<file path="src/rtl/a2g_lut_dump_pacer.sv">
// Paced read-out of the a2g LUT onto a valid/ready stream, one word every period cycles.
// Optional overrun counter: define A2G_LUT_DUMP_OVERRUN_CNT_EN (otherwise overrun_cnt is tied to 0).
module a2g_lut_dump_pacer #(
  parameter int ADDR_W   = 10,
  parameter int DATA_W   = 32,
  parameter int PERIOD_W = 32
) (
  input  logic                user_clk,
  input  logic                user_rst,
  input  logic [PERIOD_W-1:0] dump_data_period,
  input  logic                dump_start,
  output logic [ADDR_W-1:0]   lut_addr,
  output logic                lut_rd_en,
  input  logic [DATA_W-1:0]   lut_rd_data,
  output logic [DATA_W-1:0]   dump_data,
  output logic                dump_valid,
  input  logic                dump_ready,
  output logic                dump_last,
  output logic                busy,
  output logic                done,
  output logic [15:0]         overrun_cnt
);

  typedef enum logic [2:0] {
    S_IDLE,
    S_READ,
    S_CAPTURE,
    S_WAIT,
    S_DRAIN
  } state_t;

  state_t              r_state;
  logic                r_start_q;
  logic [ADDR_W-1:0]   r_addr;
  logic [PERIOD_W-1:0] r_period;
  logic [PERIOD_W-1:0] r_timer;
  logic [DATA_W-1:0]   r_data;
  logic                r_valid;
  logic                r_last;
  logic                r_busy;

  logic                w_start_evt;
  logic                w_slot_free;
  logic                w_hs;
  logic                w_timer_zero;
  logic                w_wait_go;
  logic                w_read;
  logic                w_addr_last;
  logic [PERIOD_W-1:0] w_period_eff;
  logic [PERIOD_W-1:0] w_timer_dec;

  assign w_start_evt  = dump_start & ~r_start_q & (r_state == S_IDLE);
  assign w_period_eff = (dump_data_period < PERIOD_W'(2)) ? PERIOD_W'(2) : dump_data_period;
  assign w_slot_free  = ~r_valid | dump_ready;
  assign w_hs         = r_valid & dump_ready;
  assign w_timer_zero = (r_timer == '0);
  assign w_timer_dec  = w_timer_zero ? '0 : r_timer - PERIOD_W'(1);
  assign w_wait_go    = (r_state == S_WAIT) & w_timer_zero & w_slot_free;
  assign w_read       = (r_state == S_READ) | w_wait_go;
  assign w_addr_last  = &r_addr;

  // NOTE: read strobe and done are decoded from registered state plus dump_ready, so a
  // stalled read issues in the very cycle the pending beat is accepted and no slot is wasted.
  assign lut_rd_en  = w_read;
  assign lut_addr   = r_addr;
  assign done       = (r_state == S_DRAIN) & w_hs;
  assign dump_data  = r_data;
  assign dump_valid = r_valid;
  assign dump_last  = r_last;
  assign busy       = r_busy;

  always_ff @(posedge user_clk or posedge user_rst) begin
    if (user_rst) begin
      r_state   <= S_IDLE;
      r_start_q <= 1'b0;
      r_addr    <= '0;
      r_period  <= '0;
      r_timer   <= '0;
      r_data    <= '0;
      r_valid   <= 1'b0;
      r_last    <= 1'b0;
      r_busy    <= 1'b0;
    end else begin
      r_start_q <= dump_start;

      // Each read reloads the spacing timer; it then runs down to 0 and holds there.
      if (w_read) begin
        r_timer <= r_period - PERIOD_W'(1);
      end else if (r_state == S_CAPTURE || r_state == S_WAIT) begin
        r_timer <= w_timer_dec;
      end

      // A read is only issued when the slot is free, so CAPTURE never overwrites a live beat.
      if (r_state == S_CAPTURE) begin
        r_data  <= lut_rd_data;
        r_valid <= 1'b1;
        r_last  <= w_addr_last;
      end else if (w_hs) begin
        r_valid <= 1'b0;
        r_last  <= 1'b0;
      end

      case (r_state)
        S_IDLE: begin
          if (w_start_evt) begin
            r_period <= w_period_eff;
            r_addr   <= '0;
            r_busy   <= 1'b1;
            r_state  <= S_READ;
          end
        end
        S_READ: begin
          r_state <= S_CAPTURE;
        end
        S_CAPTURE: begin
          if (w_addr_last) begin
            r_state <= S_DRAIN;
          end else begin
            r_addr  <= r_addr + ADDR_W'(1);
            r_state <= S_WAIT;
          end
        end
        S_WAIT: begin
          if (w_wait_go) begin
            r_state <= S_CAPTURE;
          end
        end
        S_DRAIN: begin
          if (w_hs) begin
            r_busy  <= 1'b0;
            r_state <= S_IDLE;
          end
        end
        default: r_state <= S_IDLE;
      endcase
    end
  end

`ifdef A2G_LUT_DUMP_OVERRUN_CNT_EN
  logic [15:0] r_overrun;

  // Counts cycles where pacing is due but the downstream still holds the previous beat.
  always_ff @(posedge user_clk or posedge user_rst) begin
    if (user_rst) begin
      r_overrun <= '0;
    end else if (w_start_evt) begin
      r_overrun <= '0;
    end else if ((r_state == S_WAIT) && w_timer_zero && r_valid && !dump_ready &&
                 (r_overrun != 16'hFFFF)) begin
      r_overrun <= r_overrun + 16'd1;
    end
  end

  assign overrun_cnt = r_overrun;
`else
  assign overrun_cnt = '0;
`endif

endmodule

</file>
<file path="config.mk">
export PLATFORM = sky130hd
export DESIGN_NAME = a2g_lut_dump_pacer
export DESIGN_NICKNAME = d
export VERILOG_FILES = /design/src/rtl/a2g_lut_dump_pacer.sv
export SDC_FILE = /design/constraint.sdc
export NUM_CORES = 1
export LEC_CHECK = 0
export ABC_CLOCK_PERIOD_IN_PS = 7000
export CORE_MARGIN = 4
export CORE_UTILIZATION = 30
export DETAILED_ROUTE_END_ITERATION = 12
export GPL_TIMING_DRIVEN = 0
export MAX_ROUTING_LAYER = met4
export SLEW_MARGIN = 20
export SYNTH_ARGS = -nofsm -noshare
export SYNTH_HDL_FRONTEND = slang
export SYNTH_SLANG_ARGS = --single-unit
</file>
<file path="constraint.sdc">
create_clock -name user_clk -period 7 [get_ports user_clk]
set_clock_uncertainty 0.15 [all_clocks]
set_input_delay 1.4 -clock user_clk [delete_from_list [all_inputs] [get_ports user_clk]]
set_output_delay 1.4 -clock user_clk [all_outputs]
set_load 0.01 [all_outputs]
</file>
# After elaboration in Yosys (flattened, before gate mapping)
# Cells that the tools add are included.
# totals
register_bits	113
inputBits	68
out_inout_bits	63
# op_classes
n_addsub	3
order_cmp	1
n_eq_ne	8
n_mux	17
bitwise_logic	10
reduce_logical	12
# op_table
cell	n
32-bit two-way mux	4
32-bit by 1-bit subtractor with 32-bit output, second input constant	2
32-bit zero test	1
32-bit by 2-bit less-than comparator with 1-bit output, second input constant	1
10-bit two-way mux	2
10-bit case mux with 2 select lines	1
3-bit case mux with 5 select lines	1
3-bit two-way mux	4
10-bit by 1-bit adder with 10-bit output, second input constant	1
10-bit AND reduction	1
3-bit AND reduction	3
2-bit inequality test, second input constant	4
2-bit nonzero test	4
1-bit bitwise AND	6
3-bit by 2-bit == test with 1-bit output, second input constant	2
1-bit two-way mux	4
3-bit by 1-bit == test with 1-bit output, second input constant	1
3-bit == test, second input constant	1
3-bit zero test	1
1-bit inverter	2
1-bit bitwise OR	2
1-bit case mux with 2 select lines	1
2-bit AND reduction	1
1-bit logical OR	1

# Logic depth before layout (Yosys ltp)
# Gate-level depths: netlist of the first run.
# logic_depth
depth_word	5
depth_mapped	10
ltp_nobuf	9

# Worst setup path before layout of the first run
# Ideal clock, no wire load.
# synth_path
path_kind	input to output
startpoint	input dump_ready
endpoint	output lut_rd_en
arrival_time_ns	2.293
path_slack_ns	3.157
cell_stages	6
n_path_buf	1
path_cell_list	nand2b_1 > nand3b_1 > or3_1 > o21a_1 > inv_2 > buf_4
# synth_via
elab_chain_len	3
# synth_lines
item	line	text
start: declaration	17	input logic dump_ready,
1-bit bitwise OR	54	assign w_slot_free = ~r_valid | dump_ready;
1-bit bitwise AND	58	assign w_wait_go = (r_state == S_WAIT) & w_timer_zero & w_slot_free;
1-bit bitwise OR	59	assign w_read = (r_state == S_READ) | w_wait_go;
end: declaration	13	output logic lut_rd_en,
# No other way between the ends.

# Worst setup path in the final report of the first run
# Same ends and word-level chain as after synthesis.

==> run_results.csv, run 1 <==
group,metric,value,unit
status,status,"completed",
grt,grt_pass1_wl,27200,µm
synthesis,synth_seq_area_share,48.1,%
placement,place_congestion,0.917,
timing,final-hold-violation-count,0,
worst_setup_path,worst_setup_path_start_kind,"primary input",
routing,drt-vias-per-instance,4.93,
hold_path,whs_path_depth,1,
worst_setup_path,critPathBufInv,4,
layout,antenna_cells,0,
power_and_ir_drop,power_leakage,3.33,nW
timing,max_slew_margin,50.0,%
worst_setup_path,path_common_cell,"clkdlybuf4s50_1",
timing,finalCriticalPeriod,5110,ps
clock_tree,cts_buffers,17,
placement,port_buffers,114,
clock_tree,numClockSinks,113,
timing,fmax,196,MHz
hold_path,hold_path.class,"reg2reg",
synthesis,synth-seq-cells,113,
synthesis,synth_common_cells,"nand2_1 (125), dfrtp_1 (113), nor2_1 (38), o21ai_0 (36), mux2_2 (32)",
worst_setup_path,critPathArrivalTime,3560,ps
floorplanning,rows,50,
floorplanning,die-area,21900,µm²
synthesis,avgSynthCellArea,9.47,µm²
run,maxCapViolations,0,
routing,drc,0,
hold_path,holdPathEnd,"dump_data[12]",
grt,grt_pass1_vias,5160,
placement,placedCellCount,1010,
worst_setup_path,r2r-end,"r_timer[7]",
routing,routed_wl,16700,µm
worst_setup_path,crit_family,"buffers and inverters",
floorplanning,die_h,148,µm
hold_path,min_from,"dump_data[12]",
routing,ant_nets,0,
clock_tree,cts_htree_levels,4,
synthesis,ys.flop_type,"dfrtp_1",
grt,grt.overflow.total,0,
routing,dr.pass1.iters,5,
clock_tree,clkSlewWorstSetupHoldPaths,60,ps
grt,grt_max_degree,60,
worst_setup_path,critPathMaxFanout,10,
clock_tree,clock-root-buffer,"clkbuf_16",
timing,slew_viol_final,0,
clock_tree,ctsHoldBuffers,0,
clock_tree,cts_buffer_depth,2,
routing,num_vias,5139,
clock_tree,cts_setup_buffers,0,
placement,dp_hpwl,12400,µm
synthesis,ys_async_sr_fraction,100,%
worst_setup_path,crit_required,5450,ps
timing,worst_slack,1890,ps
grt,track_usage,16.1,%
grt,antenna_found_initial,0,
layout,fin_cells,1042,
worst_setup_path,worst-path-stages,8,
timing,worst_slew_pin_slew,747,ps
synthesis,yosysTopAreaCell,"dfrtp_1",
layout,final_layout_size_suffix_gt1_share,13.0,%
worst_setup_path,critPathMaxStageDelay,560,ps
synthesis,yosysMostFrequentCell,"nand2_1",
clock_tree,clkLatencyLatePin,410,ps
worst_setup_path,reg2reg_slack,3880,ps
synthesis,synth_cells,620,
synthesis,yosysUniqueCellTypes,65,
synthesis,synth_area,5870,µm²
placement,dpl_worst_slack,1860,ps
routing,wl_per_cell,16.0,µm
routing,initialDrtViolationCount,351,
worst_setup_path,r2r-start,"r_timer[0]",
synthesis,synth-edff-count,0,
worst_setup_path,crit_path_cell_trace,"clkdlybuf4s50_1 -> nand2b_1 -> nand3b_1 -> or3_1 -> o21a_1 -> inv_2 -> buf_4 -> clkdlybuf4s50_1",
clock_tree,cts_tree,"done",
floorplanning,pin_count,131,
floorplanning,start_util,31.0,%
synthesis,ys_warn_count,0,
timing,rsz0062_at_grt,"false",
synthesis,ys_top_cells_by_area,"dfrtp_1 (48%), nand2_1 (8.0%), mux2_2 (6.1%), o21ai_0 (3.1%), xnor2_1 (3.0%)",
timing,min_period_over_period,73.1,%
worst_setup_path,cp-end-kind,"primary output",
floorplanning,core_area,19000,µm²
layout,nets,840,
worst_setup_path,crit_type,"in2out",
power_and_ir_drop,peakVddDrop,0.186,mV
timing,fin_tns_setup,0,ps
layout,fill_cells,1873,
synthesis,yosysTopAreaCellShare,48.1,%
clock_tree,cts_resized,0,
timing,setup_viol,0,
worst_setup_path,r2r_cells,8,
power_and_ir_drop,powerDensity,410,nW/µm²
worst_setup_path,crit_slowest_cell,"clkdlybuf4s50_1",
layout,area_delta_synth_final,36.9,%
floorplanning,dieWidth,148,µm
cell families (layout without fill, tap and decap cells):
group / after synthesis / in the layout / share of synthesized area [%]
AO/OA/AOI/OAI: 104 / 104 / 11.8
XOR/XNOR: 30 / 30 / 4.47
adder cells (fa/ha/maj): 3 / 3 / 0.639
buffers and inverters: 54 / 201 / 4.75
flip-flops: 113 / 113 / 48.1
multiplexers: 33 / 33 / 6.31
other: 1 / 16 / 0.0639
AND/OR/NAND/NOR: 282 / 282 / 23.8
worst max path at each step:
| stage | startpoint | endpoint | slack [ps] |
|---|---|---|---|
| CTS | dump_ready | lut_rd_en | 1850 |
| finish | dump_ready | lut_rd_en | 1890 |
| global route | r_timer[0] | lut_rd_en | 1680 |
| detailed placement | dump_ready | lut_rd_en | 1860 |
| floorplan | user_rst | busy | 2460 |
| global placement | user_rst | r_timer[8] | 580 |
metal layers:
layer  track usage, %  vias to the layer above  share of wire, %
li1                 -                     2502                 -
met1             21.8                     2448                47
met2             24.6                      172                46
met3             3.25                       17               5.6
met4             4.48                        0               1.0
met5                -                        -                 0
through the flow:
step	cell area (µm²)	total power, W	utilization (%)	hold WS, ps
5_1_grt	8040	0.00351	42.4	372
2_1_floorplan	5930	0.00188	-	317
3_5_place_dp	7430	0.00240	39.2	344
3_3_place_gp	7400	0.00238	39.0	339
6_report	8040	0.00330	42.4	355
4_1_cts	8040	0.00331	42.4	358
layout by cell type, fill, tap and decap left out, types with 17 or more instances in the layout:
cell type and instances:
buf_4 18, clkbuf_1 19, clkbuf_16 17, clkdlybuf4s50_1 114
dfrtp_1 113, mux2_2 32, nand2_1 125, nand3_1 18
nor2_1 38, nor3_1 18, nor4_1 22, o21ai_0 36
xnor2_1 20
area by class of cell:
cell class / count / area [µm²] / share of cell area [%]
Multi-Input combinational cell: 468 / 2820 / 35.1
Tap cell: 260 / 325 / 4.04
Sequential cell: 113 / 2830 / 35.2
Clock inverter: 13 / 161 / 2.01
Timing Repair Buffer: 115 / 1170 / 14.5
Buffer: 40 / 226 / 2.82
Clock buffer: 19 / 453 / 5.63
Inverter: 14 / 57.6 / 0.716
flip-flops by register name, indices dropped and copies added (netlist names):
name	cells
busy	1
dump_data	32
dump_valid	1
lut_addr	10
r_period	32
r_state	3
dump_last	1
r_timer	32
r_start_q	1
worst register-to-register path, stage by stage, from the launching register on:
cell     delay [ps]
dfrtp_1         420
inv_1            70
ha_1            220
nor4b_1         510
nand4_1         380
nor4_4          440
o21ai_0         360
a32oi_1         340
o21ai_0         110
report_power, final:
part | total [W] | internal, W | switching [W]
Sequential | 0.00120 | 0.000933 | 0.000266
Clock | 0.000893 | 0.000576 | 0.000316
Combinational | 0.00120 | 0.000627 | 0.000578
No activity file was read; power rests on OpenSTA's default activity.
==> inputs of run 2 (changes only) <==
- ABC_CLOCK_PERIOD_IN_PS: 7000 -> 5400
- clock period: 7 -> 5.4 ns (I/O delays scaled with it)
==> results of run 2 <==
Same layout as run 1 (identical final DEF). Status: completed.
Among the figures that moved: setup slack after placement 1860 ps -> 904 ps; setup slack after layout 1890 ps -> 629 ps; start point of the critical path dump_ready -> r_timer[0]; register-to-register setup slack 3880 ps -> 2280 ps; total power 0.00330 W -> 0.00427 W; worst IR drop on VDD 0.186 mV -> 0.242 mV
